[src/rtl/present_controller.sv]
// ---------------------------------------------------------------------------
// present_controller
//
// Spawns, drops, lands, expires and collects a single falling "present" power-up.
// A free-running 16-bit LFSR supplies the spawn X position and the present type.
//
// Ports:
//   clk                - system clock
//   reset              - synchronous active-high reset
//   startOfFrame       - one-cycle pulse per video frame (advances the fall)
//   secClk             - one-cycle pulse per second (ages a landed present)
//   presentDrop        - spawn request from the game state machine
//   presentsVisible    - high while in play mode; low forces IDLE
//   col_player_present - raw player/present pixel overlap
//   presentX           - present top-left X (11 bit)
//   presentY           - present top-left Y (11 bit)
//   presentType        - 00 lives, 01 super rope, 10 super speed, 11 immortal
//   presentActive      - present exists (FALLING or LANDED)
//   col_present        - one-cycle collection pulse
// ---------------------------------------------------------------------------
module present_controller #(
    parameter int          FALL_SPEED = 2,
    parameter int          FLOOR_Y    = 447,
    parameter int          X_MAX      = 607,
    parameter int          LIFETIME   = 5,
    parameter logic [15:0] LFSR_SEED  = 16'hACE1
) (
    input  logic        clk,
    input  logic        reset,
    input  logic        startOfFrame,
    input  logic        secClk,
    input  logic        presentDrop,
    input  logic        presentsVisible,
    input  logic        col_player_present,
    output logic [10:0] presentX,
    output logic [10:0] presentY,
    output logic [1:0]  presentType,
    output logic        presentActive,
    output logic        col_present
);

    localparam logic [10:0] SPEED_L    = 11'(FALL_SPEED);
    localparam logic [10:0] FLOOR_L    = 11'(FLOOR_Y);
    localparam logic [10:0] X_MAX_L    = 11'(X_MAX);
    localparam logic [2:0]  LIFETIME_L = 3'(LIFETIME);

    typedef enum logic [1:0] {
        IDLE    = 2'd0,
        FALLING = 2'd1,
        LANDED  = 2'd2
    } state_t;

    state_t      state_reg;
    logic [15:0] lfsr_reg;
    logic [2:0]  timer_reg;
    logic [10:0] present_x_reg;
    logic [10:0] present_y_reg;
    logic [1:0]  present_type_reg;
    logic        present_active_reg;
    logic        col_present_reg;

    logic        lfsr_fb;
    logic [10:0] raw_x;
    logic [10:0] spawn_x;
    logic [10:0] next_y;

    // Fibonacci LFSR, taps 16,14,13,11 (bit indices 15,13,12,10)
    assign lfsr_fb = lfsr_reg[15] ^ lfsr_reg[13] ^ lfsr_reg[12] ^ lfsr_reg[10];

    // A 10-bit random value can overshoot the screen; folding by 512 keeps it
    // on-screen while staying cheap (no modulo).
    assign raw_x   = {1'b0, lfsr_reg[9:0]};
    assign spawn_x = (raw_x > X_MAX_L) ? (raw_x - 11'd512) : raw_x;

    // presentY is always < FLOOR_Y while falling, so this cannot wrap
    assign next_y  = present_y_reg + SPEED_L;

    always_ff @(posedge clk) begin
        if (reset) begin
            state_reg          <= IDLE;
            lfsr_reg           <= LFSR_SEED;
            timer_reg          <= 3'd0;
            present_x_reg      <= 11'd0;
            present_y_reg      <= 11'd0;
            present_type_reg   <= 2'd0;
            present_active_reg <= 1'b0;
            col_present_reg    <= 1'b0;
        end else begin
            lfsr_reg        <= {lfsr_reg[14:0], lfsr_fb};
            col_present_reg <= 1'b0;

            case (state_reg)
                IDLE: begin
                    if (presentDrop && presentsVisible) begin
                        state_reg          <= FALLING;
                        present_y_reg      <= 11'd0;
                        present_x_reg      <= spawn_x;
                        present_type_reg   <= lfsr_reg[11:10];
                        present_active_reg <= 1'b1;
                    end
                end

                FALLING, LANDED: begin
                    // Priority: mode exit, then collection, then motion/ageing.
                    // Leaving to IDLE on collection guarantees a single pulse.
                    if (!presentsVisible) begin
                        state_reg          <= IDLE;
                        present_active_reg <= 1'b0;
                    end else if (col_player_present) begin
                        state_reg          <= IDLE;
                        present_active_reg <= 1'b0;
                        col_present_reg    <= 1'b1;
                    end else if (state_reg == FALLING) begin
                        if (startOfFrame) begin
                            if (next_y >= FLOOR_L) begin
                                present_y_reg <= FLOOR_L;
                                state_reg     <= LANDED;
                                timer_reg     <= LIFETIME_L;
                            end else begin
                                present_y_reg <= next_y;
                            end
                        end
                    end else if (secClk) begin
                        // Expire on the tick that finds the timer already empty
                        if (timer_reg != 3'd0) begin
                            timer_reg <= timer_reg - 3'd1;
                        end else begin
                            state_reg          <= IDLE;
                            present_active_reg <= 1'b0;
                        end
                    end
                end

                default: begin
                    state_reg          <= IDLE;
                    present_active_reg <= 1'b0;
                end
            endcase
        end
    end

    assign presentX      = present_x_reg;
    assign presentY      = present_y_reg;
    assign presentType   = present_type_reg;
    assign presentActive = present_active_reg;
    assign col_present   = col_present_reg;

endmodule
[config.mk]
export PLATFORM = sky130hd
export DESIGN_NAME = present_controller
export DESIGN_NICKNAME = d
export VERILOG_FILES = /design/src/rtl/present_controller.sv
export SDC_FILE = /design/constraint.sdc
export NUM_CORES = 1
export LEC_CHECK = 0
export BUFFER_PORTS_ARGS = -buffer_cell sky130_fd_sc_hd__buf_2
export CORE_MARGIN = 10
export CORE_UTILIZATION = 45
export DETAILED_ROUTE_END_ITERATION = 8
export HOLD_SLACK_MARGIN = 0.12
export PLACE_DENSITY_LB_ADDON = 0.1
export SLEW_MARGIN = 20
export SYNTH_ARGS = -nofsm -noshare
export SYNTH_HDL_FRONTEND = slang
export SYNTH_SLANG_ARGS = --single-unit
[constraint.sdc]
create_clock -name clk -period 2.9 [get_ports clk]
set_clock_uncertainty 0.05 [all_clocks]
set_input_delay 0.58 -clock clk [delete_from_list [all_inputs] [get_ports clk]]
set_output_delay 0.58 -clock clk [all_outputs]
set_load 0.005 [all_outputs]
==> out/results.ini, run 1 <==
[critical_path]
critPathMaxStageDelay_ns = 0.50
cp_data_arrival_time_ns = 2.69
cpMaxStageDelayCell = or4_1
worstSetupPathType = reg2reg
startpoint_type = flip-flop
path_max_fanout = 13
critPathCaptureType = flip-flop
cp.required_ns = 3.09
cp_cell_sequence = ha_1 > and2_1 > a311oi_1 > a41o_1 > a21boi_1 > buf_4 > or4_1 > a21oi_1

[layout]
synthToLayoutAreaGrowth_pct = 13.0
multi_input_area_mm2 = 0.00107
largest_reg_flops = 16
utilization_pct = 53.6
fin_nets = 279
fillCellCount = 417
regArea_um2 = 941
num_antenna_cells = 0
drive_gt1_share_pct = 20.8

[pwr]
powerDensity_mw_per_mm2 = 594
ir_drop_uv = 291
p_leak_uw = 0.00102

[sta]
period_share_pct = 86.4
worst_pin_slew_ns = 0.586
rsz0062_at_grt = false
setup_viol = 0
slew_violations = 0
fin_setup_tns_ns = 0
period_minus_slack_ns = 2.51
finalHoldViolCount = 0
maxSlewHeadroom_pct = 60.8
fmax_ghz = 0.399

[clocking]
cts_buffers = 5
post-cts-setup-buffers = 0
clock_path_buffers = 2
clk_pin_slew_ns = 0.08
cts-root-buf = clkbuf_8
ctsHoldBuffers = 0
h-tree-depth = 2
clk_latency_ns = 0.30
ctsResizeCount = 0
cts.sinks = 47
cts_tree = built

[detailed_routing]
drt_iter0_drc = 67
wl_per_cell_um = 13.7
viasPerCell = 5.24
post-route-drc-count = 0
drtPass1Iterations = 4
vias = 1655
postRouteAntennaNets = 0
postRouteWirelength_mm = 4.32

[floorplanning]
ioPinCount = 33
rows = 24
dieHeight_um = 88.7
die_w_um = 88.7
core_area_mm2 = 0.00447
initial_utilization_pct = 47.4
die-area_mm2 = 0.00786

[synthesis]
ys_seq_area_share_pct = 44.3
ys_seq_elements = 47
synth_cells = 237
synth-simple-area-share_pct = 23.6
async_flop_share_pct = 0
syn_area_mm2 = 0.00212
synth_edf_count = 0
yosys.area_share.adder_pct = 5.31
synth_compound_gate_area_share_pct = 18.2
synth_cell_types = 55
ys.warnings.count = 0
syn_avg_cell_area_um2 = 8.95
synth_xor_xnor_area_share_pct = 1.65
muxShareOfSynthArea_pct = 1.47
synth_top_family_by_area = simple AND/OR/NAND/NOR gates
synthFlopType = dfxtp_1
syn_nets = 253

[global_route]
overflow = 0
grt_first_pass_wirelength_mm = 7.18
antenna_found_initial = 0
grt_max_degree = 29
grt_pass1_vias = 1557
track_usage_pct = 11.4

[placed_design]
io_buffers = 32
gp_congestion = 0.848
dp_hpwl_mm = 3.08

[run_status]
status = completed

[hold_path]
hold_path.class = reg2reg

[flow_run]
maxCapViolCount = 0

[cells in the mapped netlist (all sizes together) (3+ instances only)]
library cell,instances,share of area (%)
or2,7,2.1
nor3b,3,1.1
inv,8,1.4
and3,4,1.2
ha,9,5.3
nand3,6,1.4
buf,6,2.2
and2,3,1.0
o21ai,6,1.4
clkbuf,10,1.8
nor2b,9,2.7
a211oi,3,1.1
dfxtp,47,44
a21oi,25,5.9
and4,3,1.4
nor2,11,1.9
nand2,31,5.5
nand2b,4,1.2
and4b,3,1.4
[per-stage QoR]
stage	area [µm²]	std cells	worst slack, ns	total power (µW)	hold slack, ns
finish	2400	316	0.395	1420	0.364
global route	2400	316	0.182	1500	0.373
CTS	2400	316	0.412	1450	0.366
detailed placement	2290	308	0.441	960	0.344
global placement	2290	308	0.458	961	0.343
floorplan	2120	237	0.733	885	0.339
[kinds of logic after synthesis]
kind of cell | count (synthesis)
AOI/OAI and AO/OA | 58
and+or+nand+nor | 92
buffers and inverters | 24
muxes | 3
xor gates and xnor gates | 4
adders and majority gates | 9
DFF | 47
[routing by layer]
layer / vias to the layer above / wire, µm / global-route usage (%)
met4: 0 / 72 / 5.29
met2: 22 / 1900 / 17.4
met1: 745 / 2120 / 13.9
met3: 6 / 222 / 4.50
li1: 882 / - / -
met5: - / 0 / 0
[final timing paths]
kind / from / endpoint / slack (ns) / cells after the start
min: lfsr_reg[14] / lfsr_reg[15] / 0.36 / 1
max: presentY[1] / presentY[0] / 0.39 / 8
min reg2reg: lfsr_reg[14] / lfsr_reg[15] / 0.36 / 1
max reg2reg: presentY[1] / presentY[0] / 0.39 / 8
[critical path, delay by kind of cell, from the launching register on]
kind,cells,cell delay (ns)
compound gates,4,0.64
flops,1,0.44
buf+inv,1,0.18
fa+ha+maj,1,0.42
simple gates,2,0.70
[placed cells by master (no fill, tap or decap), types with 2 or more instances in the layout]
| cell | synthesis | routed |
|---|---|---|
| and4_1 | 2 | 2 |
| buf_2 | 1 | 32 |
| o31ai_1 | 2 | 2 |
| or2_2 | 7 | 7 |
| nor2_1 | 11 | 11 |
| xor2_1 | 2 | 2 |
| and4b_1 | 3 | 3 |
| nand2b_1 | 4 | 4 |
| a311oi_1 | 2 | 2 |
| a21oi_1 | 25 | 25 |
| ha_1 | 9 | 9 |
| o22ai_1 | 2 | 2 |
| a41oi_1 | 2 | 2 |
| nor2b_1 | 9 | 9 |
| nand3_1 | 6 | 6 |
| mux2i_1 | 2 | 2 |
| nand3b_1 | 2 | 2 |
| o21ai_0 | 4 | 4 |
| inv_1 | 7 | 7 |
| xnor2_1 | 2 | 2 |
| o21ai_1 | 2 | 2 |
| a21o_1 | 2 | 2 |
| nor3b_1 | 3 | 3 |
| nand2_1 | 31 | 31 |
| a211oi_1 | 3 | 3 |
| and3_1 | 4 | 4 |
| clkbuf_8 | 0 | 5 |
| o31a_1 | 2 | 2 |
| buf_4 | 2 | 3 |
| and2_1 | 2 | 2 |
| dfxtp_1 | 47 | 47 |
[final cells by class]
cell class	instances	area share (%)
clock buffers	5	2.87
flip-flops and latches	47	39.2
clock inverters	3	1.83
multi-input cells	166	44.5
inverters	8	1.25
well taps	52	2.71
repair buffers	35	7.62
[report_power, final]
part           internal (µW)  total [µW]  switching [µW]
registers                685         713            27.5
logic                   92.7         230             137
clock network            257         482             225
total                   1030        1420             390
Note: power is estimated with default switching activity, not from simulation.
==> run 2, diff against run 1 <==
--- a/config.mk
+++ b/config.mk
@@ -11,6 +11,7 @@
 export DETAILED_ROUTE_END_ITERATION = 8
 export HOLD_SLACK_MARGIN = 0.12
 export PLACE_DENSITY_LB_ADDON = 0.1
+export REMOVE_ABC_BUFFERS = 1
 export SLEW_MARGIN = 20
 export SYNTH_ARGS = -nofsm -noshare
 export SYNTH_HDL_FRONTEND = slang
==> run 2 against run 1 <==
Effect of this change:
- routed wire length up 0.32%
- sequential share of layout area shrank 0.061 points
- core utilization rose by 0.084 points
- cell area grew 0.16%
- final cell count unchanged
- clock power grew 2%
- critical path type unchanged
- non-clock buffer count did not move
- global-route usage increased by 0.078 points
- critical endpoint unchanged
==> out/results.ini, run 2 (synthesis gave the netlist of run 1 again) <==
[layout]
fin_area_mm2 = 0.00240  ; +0.16%
fin_nets = 279  ; unchanged
synthToLayoutAreaGrowth_pct = 13.2
num_antenna_cells = 0  ; unchanged
final_common_cell = dfxtp_1
drive_gt1_share_pct = 20.8  ; unchanged
utilization_pct = 53.7  ; +0.084 points
layout_common_cells = 47 x dfxtp_1, 32 x buf_2, 31 x nand2_1
largest_reg_flops = 16  ; unchanged
fillCellCount = 440  ; +5.5%

[critical_path]
reg2regPathDepth = 8  ; unchanged
startpoint_type = flip-flop
path_max_fanout = 13  ; unchanged
cp_cell_sequence = ha_1 > and2_1 > a311oi_1 > a41o_1 > a21boi_1 > buf_4 > or4_1 > a21oi_1
timing.rr.start = presentY[1]
cp.required_ns = 3.09  ; about the same
r2r_setup_slack_ns = 0.38  ; -0.02 ns
cp_data_arrival_time_ns = 2.71  ; +0.02 ns
critPathCaptureType = flip-flop
worstSetupPathType = reg2reg
regToRegEndpoint = presentY[0]
cpMaxStageDelayCell = or4_1
critPathMaxStageDelay_ns = 0.50  ; about the same

[sta]
setup_viol = 0  ; unchanged
fmax_ghz = 0.396  ; -0.71%
rsz0062_at_grt = false
period_minus_slack_ns = 2.52  ; +0.0179 ns
fin_setup_tns_ns = 0  ; unchanged
maxSlewHeadroom_pct = 58.6  ; -2.2 points
fin_ws_ns = 0.377  ; -0.0179 ns
hold_slack_ns = 0.363  ; -0.00120 ns
worst_pin_slew_ns = 0.616  ; +0.0292 ns
finalHoldViolCount = 0  ; unchanged
period_share_pct = 87.0  ; +0.62 points
slew_violations = 0  ; unchanged

[clocking]
cts-root-buf = clkbuf_8
clk_latency_ns = 0.30  ; about the same
cts_buffers = 5  ; unchanged
ctsResizeCount = 0  ; unchanged
post-cts-setup-buffers = 0  ; unchanged
h-tree-depth = 2  ; unchanged
cts_tree = built
clk_pin_slew_ns = 0.09  ; about the same
ctsHoldBuffers = 0  ; unchanged
cts.sinks = 47  ; unchanged
clock_path_buffers = 2  ; unchanged

[floorplanning]
die_w_um = 88.7  ; unchanged
dieHeight_um = 88.7  ; unchanged
rows = 24  ; unchanged
core_area_mm2 = 0.00447  ; unchanged
initial_utilization_pct = 47.4  ; unchanged
die-area_mm2 = 0.00786  ; unchanged
ioPinCount = 33  ; unchanged

[hold_path]
hold_end = lfsr_reg[15]
hold_path_depth = 1  ; unchanged
worstHoldStart = lfsr_reg[14]
hold_path.class = reg2reg

[global_route]
grt_first_pass_wirelength_mm = 7.29  ; +1.5%
grt_max_degree = 34  ; +17%
grt_pass1_vias = 1557  ; unchanged
track_usage_pct = 11.5  ; +0.078 points
antenna_found_initial = 0  ; unchanged
overflow = 0  ; unchanged

[placed_design]
io_buffers = 32  ; unchanged
placed_area_mm2 = 0.00229  ; unchanged
dp_hpwl_mm = 3.10  ; +0.41%
dpl_worst_slack_ns = 0.418  ; -0.0226 ns
gp_congestion = 0.790  ; -6.8%

[detailed_routing]
wl_per_cell_um = 13.7  ; +0.32%
vias = 1670  ; +0.91%
drtPass1Iterations = 4  ; unchanged
drt_iter0_drc = 112  ; +67%
viasPerCell = 5.28  ; +0.91%
postRouteAntennaNets = 0  ; unchanged
post-route-drc-count = 0  ; unchanged
postRouteWirelength_mm = 4.33  ; +0.32%

[pwr]
ir_drop_uv = 346  ; +19%
powerDensity_mw_per_mm2 = 597  ; +0.52%
p_leak_uw = 0.00102  ; about the same

[flow_run]
maxCapViolCount = 0  ; unchanged

[run_status]
status = completed

==> run 2: changes by cell type in the layout (fill, tap and decap cells not counted) <==
cell / previous run / this run
clkinv_2: 1 / 0
inv_6: 0 / 1
==> run 2: layout make-up <==
type                       instances  area (µm²)  area share [%]
multi-input combinational        166        1070            44.4
sequential                        47         941            39.2
timing repair buffer              35         183            7.60
clock buffer                       5        68.8            2.86
tap                               52        65.1            2.71
clock inverter                     3        47.5            1.98
inverter                           8        30.0            1.25
==> run 2: worst max-delay path by stage <==
stage | slack, ns | depth (start not counted) | from | endpoint
after floorplan | 0.54 | 7 | presentY[1] | timer_reg[0]
final | 0.38 | 8 | presentY[1] | presentY[0]
after global routing | 0.15 | 8 | presentY[1] | presentY[0]
after global placement | 0.44 | 8 | presentY[1] | presentY[0]
after CTS | 0.39 | 8 | presentY[1] | presentY[0]
after detailed placement | 0.42 | 8 | presentY[1] | presentY[0]
==> run 2: routing by layer <==
layer | wire, µm | track usage (%) | share of wire, % | vias up
met5 | 0 | 0 | 0 | -
li1 | - | - | - | 882
met3 | 225 | 4.14 | 5.2 | 4
met1 | 2150 | 14.6 | 50 | 755
met2 | 1920 | 17.6 | 44 | 29
met4 | 34 | 3.96 | 0.79 | 0
==> run 2: through the flow <==
| stage | power (µW) | cells |
|---|---|---|
| 6_report | 1430 | 316 |
| 5_1_grt | 1510 | 316 |
| 4_1_cts | 1460 | 316 |
| 3_5_place_dp | 960 | 308 |
| 3_3_place_gp | 960 | 308 |
| 2_1_floorplan | 872 | 221 |
==> run 2: report_power, final <==
| part | internal [µW] | total, µW | switching (µW) |
|---|---|---|---|
| sequential | 685 | 712 | 26.6 |
| clock | 261 | 491 | 229 |
| combinational | 92.6 | 232 | 139 |
| total | 1040 | 1430 | 395 |
==> run 2: critical path: cells and delay by family, from the launching register on <==
family | cells | cell delay (ns)
AO/OA/AOI/OAI | 4 | 0.64
adder cells (fa/ha/maj) | 1 | 0.43
flip-flops | 1 | 0.45
AND/OR/NAND/NOR | 2 | 0.70
buffers and inverters | 1 | 0.18
==> run 3, diff against run 2 <==
--- a/config.mk
+++ b/config.mk
@@ -5,12 +5,12 @@
 export SDC_FILE = /design/constraint.sdc
 export NUM_CORES = 1
 export LEC_CHECK = 0
-export BUFFER_PORTS_ARGS = -buffer_cell sky130_fd_sc_hd__buf_2
-export CORE_MARGIN = 10
+export BUFFER_PORTS_ARGS = -buffer_cell sky130_fd_sc_hd__clkbuf_2
+export CORE_MARGIN = 2
 export CORE_UTILIZATION = 45
 export DETAILED_ROUTE_END_ITERATION = 8
 export HOLD_SLACK_MARGIN = 0.12
-export PLACE_DENSITY_LB_ADDON = 0.1
+export PLACE_DENSITY = 0.66
 export REMOVE_ABC_BUFFERS = 1
 export SLEW_MARGIN = 20
 export SYNTH_ARGS = -nofsm -noshare
==> run 3 against run 2 <==
Effect of this change:
- total power down 1.5%
- setup slack improved by 0.00066 ns
- clock-buffer cell count stayed put
- combinational power is essentially flat
- sequential cell count stayed put
- critical path type unchanged
- critical endpoint unchanged
- largest cell class unchanged
- largest power group unchanged
==> out/results.ini, run 3 (synthesis gave the netlist of run 1 again) <==
[sta]
worst_pin_slew_ns = 0.507  ; -0.108 ns
rsz0062_at_grt = false
fin_setup_tns_ns = 0  ; unchanged
period_share_pct = 87.0  ; about the same
setup_viol = 0  ; unchanged
period_minus_slack_ns = 2.52  ; -0.000659 ns
maxSlewHeadroom_pct = 66.2  ; +7.6 points
finalHoldViolCount = 0  ; unchanged
fmax_ghz = 0.396  ; about the same
hold_slack_ns = 0.363  ; +0.000119 ns
fin_ws_ns = 0.378  ; +0.000659 ns
slew_violations = 0  ; unchanged

[clocking]
clk_latency_ns = 0.30  ; about the same
cts_buffers = 5  ; unchanged
cts-root-buf = clkbuf_8
cts.sinks = 47  ; unchanged
post-cts-setup-buffers = 0  ; unchanged
clock_path_buffers = 2  ; unchanged
clk_pin_slew_ns = 0.08  ; about the same
ctsHoldBuffers = 0  ; unchanged
cts_tree = built
ctsResizeCount = 0  ; unchanged
h-tree-depth = 2  ; unchanged

[global_route]
track_usage_pct = 16.5  ; +5.0 points
overflow = 0  ; unchanged
grt_pass1_vias = 1510  ; -3.0%
antenna_found_initial = 0  ; unchanged
grt_max_degree = 29  ; -15%
grt_first_pass_wirelength_mm = 6.95  ; -4.6%

[layout]
largest_reg_flops = 16  ; unchanged
synthToLayoutAreaGrowth_pct = 13.4
fin_nets = 281  ; +0.72%
fin_area_mm2 = 0.00241  ; +0.21%
layout_common_cells = 47 x dfxtp_1, 32 x clkbuf_2, 31 x nand2_1
final_common_cell = dfxtp_1
num_antenna_cells = 0  ; unchanged
drive_gt1_share_pct = 21.1  ; +0.30 points

[detailed_routing]
viasPerCell = 5.39  ; +2.0%
drtPass1Iterations = 4  ; unchanged
postRouteAntennaNets = 0  ; unchanged
vias = 1709  ; +2.3%
postRouteWirelength_mm = 3.99  ; -7.8%
post-route-drc-count = 0  ; unchanged
drt_iter0_drc = 124  ; +11%
wl_per_cell_um = 12.6  ; -8.1%

[flow_run]
maxCapViolCount = 0  ; unchanged

[placed_design]
placed_area_mm2 = 0.00230  ; +0.66%
gp_congestion = 0.846  ; +7.0%
dpl_worst_slack_ns = 0.423  ; +0.00446 ns
dp_hpwl_mm = 2.81  ; -9.2%
io_buffers = 32  ; unchanged

[floorplanning]
ioPinCount = 33  ; unchanged
rows = 24  ; unchanged
die-area_mm2 = 0.00528  ; -33%
initial_utilization_pct = 47.7  ; +0.32 points
core_area_mm2 = 0.00444  ; -0.67%
die_w_um = 72.7  ; -18%
dieHeight_um = 72.7  ; -18%

[critical_path]
critPathCaptureType = flip-flop
worstSetupPathType = reg2reg
cp.required_ns = 3.08  ; about the same
cp_data_arrival_time_ns = 2.71  ; about the same
path_max_fanout = 13  ; unchanged
startpoint_type = flip-flop

[pwr]
ir_drop_uv = 221  ; -36%
p_leak_uw = 0.000997  ; -1.9%
powerDensity_mw_per_mm2 = 587  ; -1.7%

[hold_path]
hold_path.class = reg2reg

[run_status]
status = completed

[run 3: changes by cell type in the layout (fill, tap and decap cells not counted)]
cell and delta:
buf_2 -32, buf_4 +2, inv_6 -1, clkinvlp_4 +1, clkbuf_2 +32, clkinv_4 -1
[run 3: final timing paths]
kind	start	to	slack, ns	cells past startpoint
min	lfsr_reg[14]	lfsr_reg[15]	0.36	1
max reg2reg	presentY[1]	presentY[0]	0.38	8
min reg2reg	lfsr_reg[14]	lfsr_reg[15]	0.36	1
max	presentY[1]	presentY[0]	0.38	8
[run 3: power by group]
group,total (µW),switching (µW),internal (µW),leakage [µW]
Combinational,234,136,98.2,0.000561
Clock,467,215,252,0.0000502
Sequential,712,27.0,685,0.000385
Total,1410,378,1040,0.000997
[run 3: worst max-delay path: stages (launching register included)]
cell	delay, ns
dfxtp_1	0.45
ha_1	0.43
and2_1	0.21
a311oi_1	0.09
a41o_1	0.27
a21boi_1	0.14
buf_4	0.18
or4_1	0.50
a21oi_1	0.14
[run 3: layer usage]
layer,vias to the layer above,routed length [µm],GRT usage (%)
met5,-,0,0
met1,792,2040,22.8
met2,25,1770,25.1
met4,0,58,4.94
met3,5,128,4.70
li1,887,-,-
[run 3: per-stage QoR]
step	std cells	power, µW	util [%]
CTS	317	1430	54.2
global placement	310	961	51.8
detailed placement	310	962	51.8
floorplan	221	872	-
global route	317	1490	54.2
finish	317	1410	54.2
[run 3: cell type report]
cell class	count	area, µm²
fillers	457	2040
inverters	8	30.0
multi-input cells	166	1070
flip-flops and latches	47	941
well taps	52	65.1
clock inverters	2	37.5
clock buffers	5	68.8
repair buffers	37	198
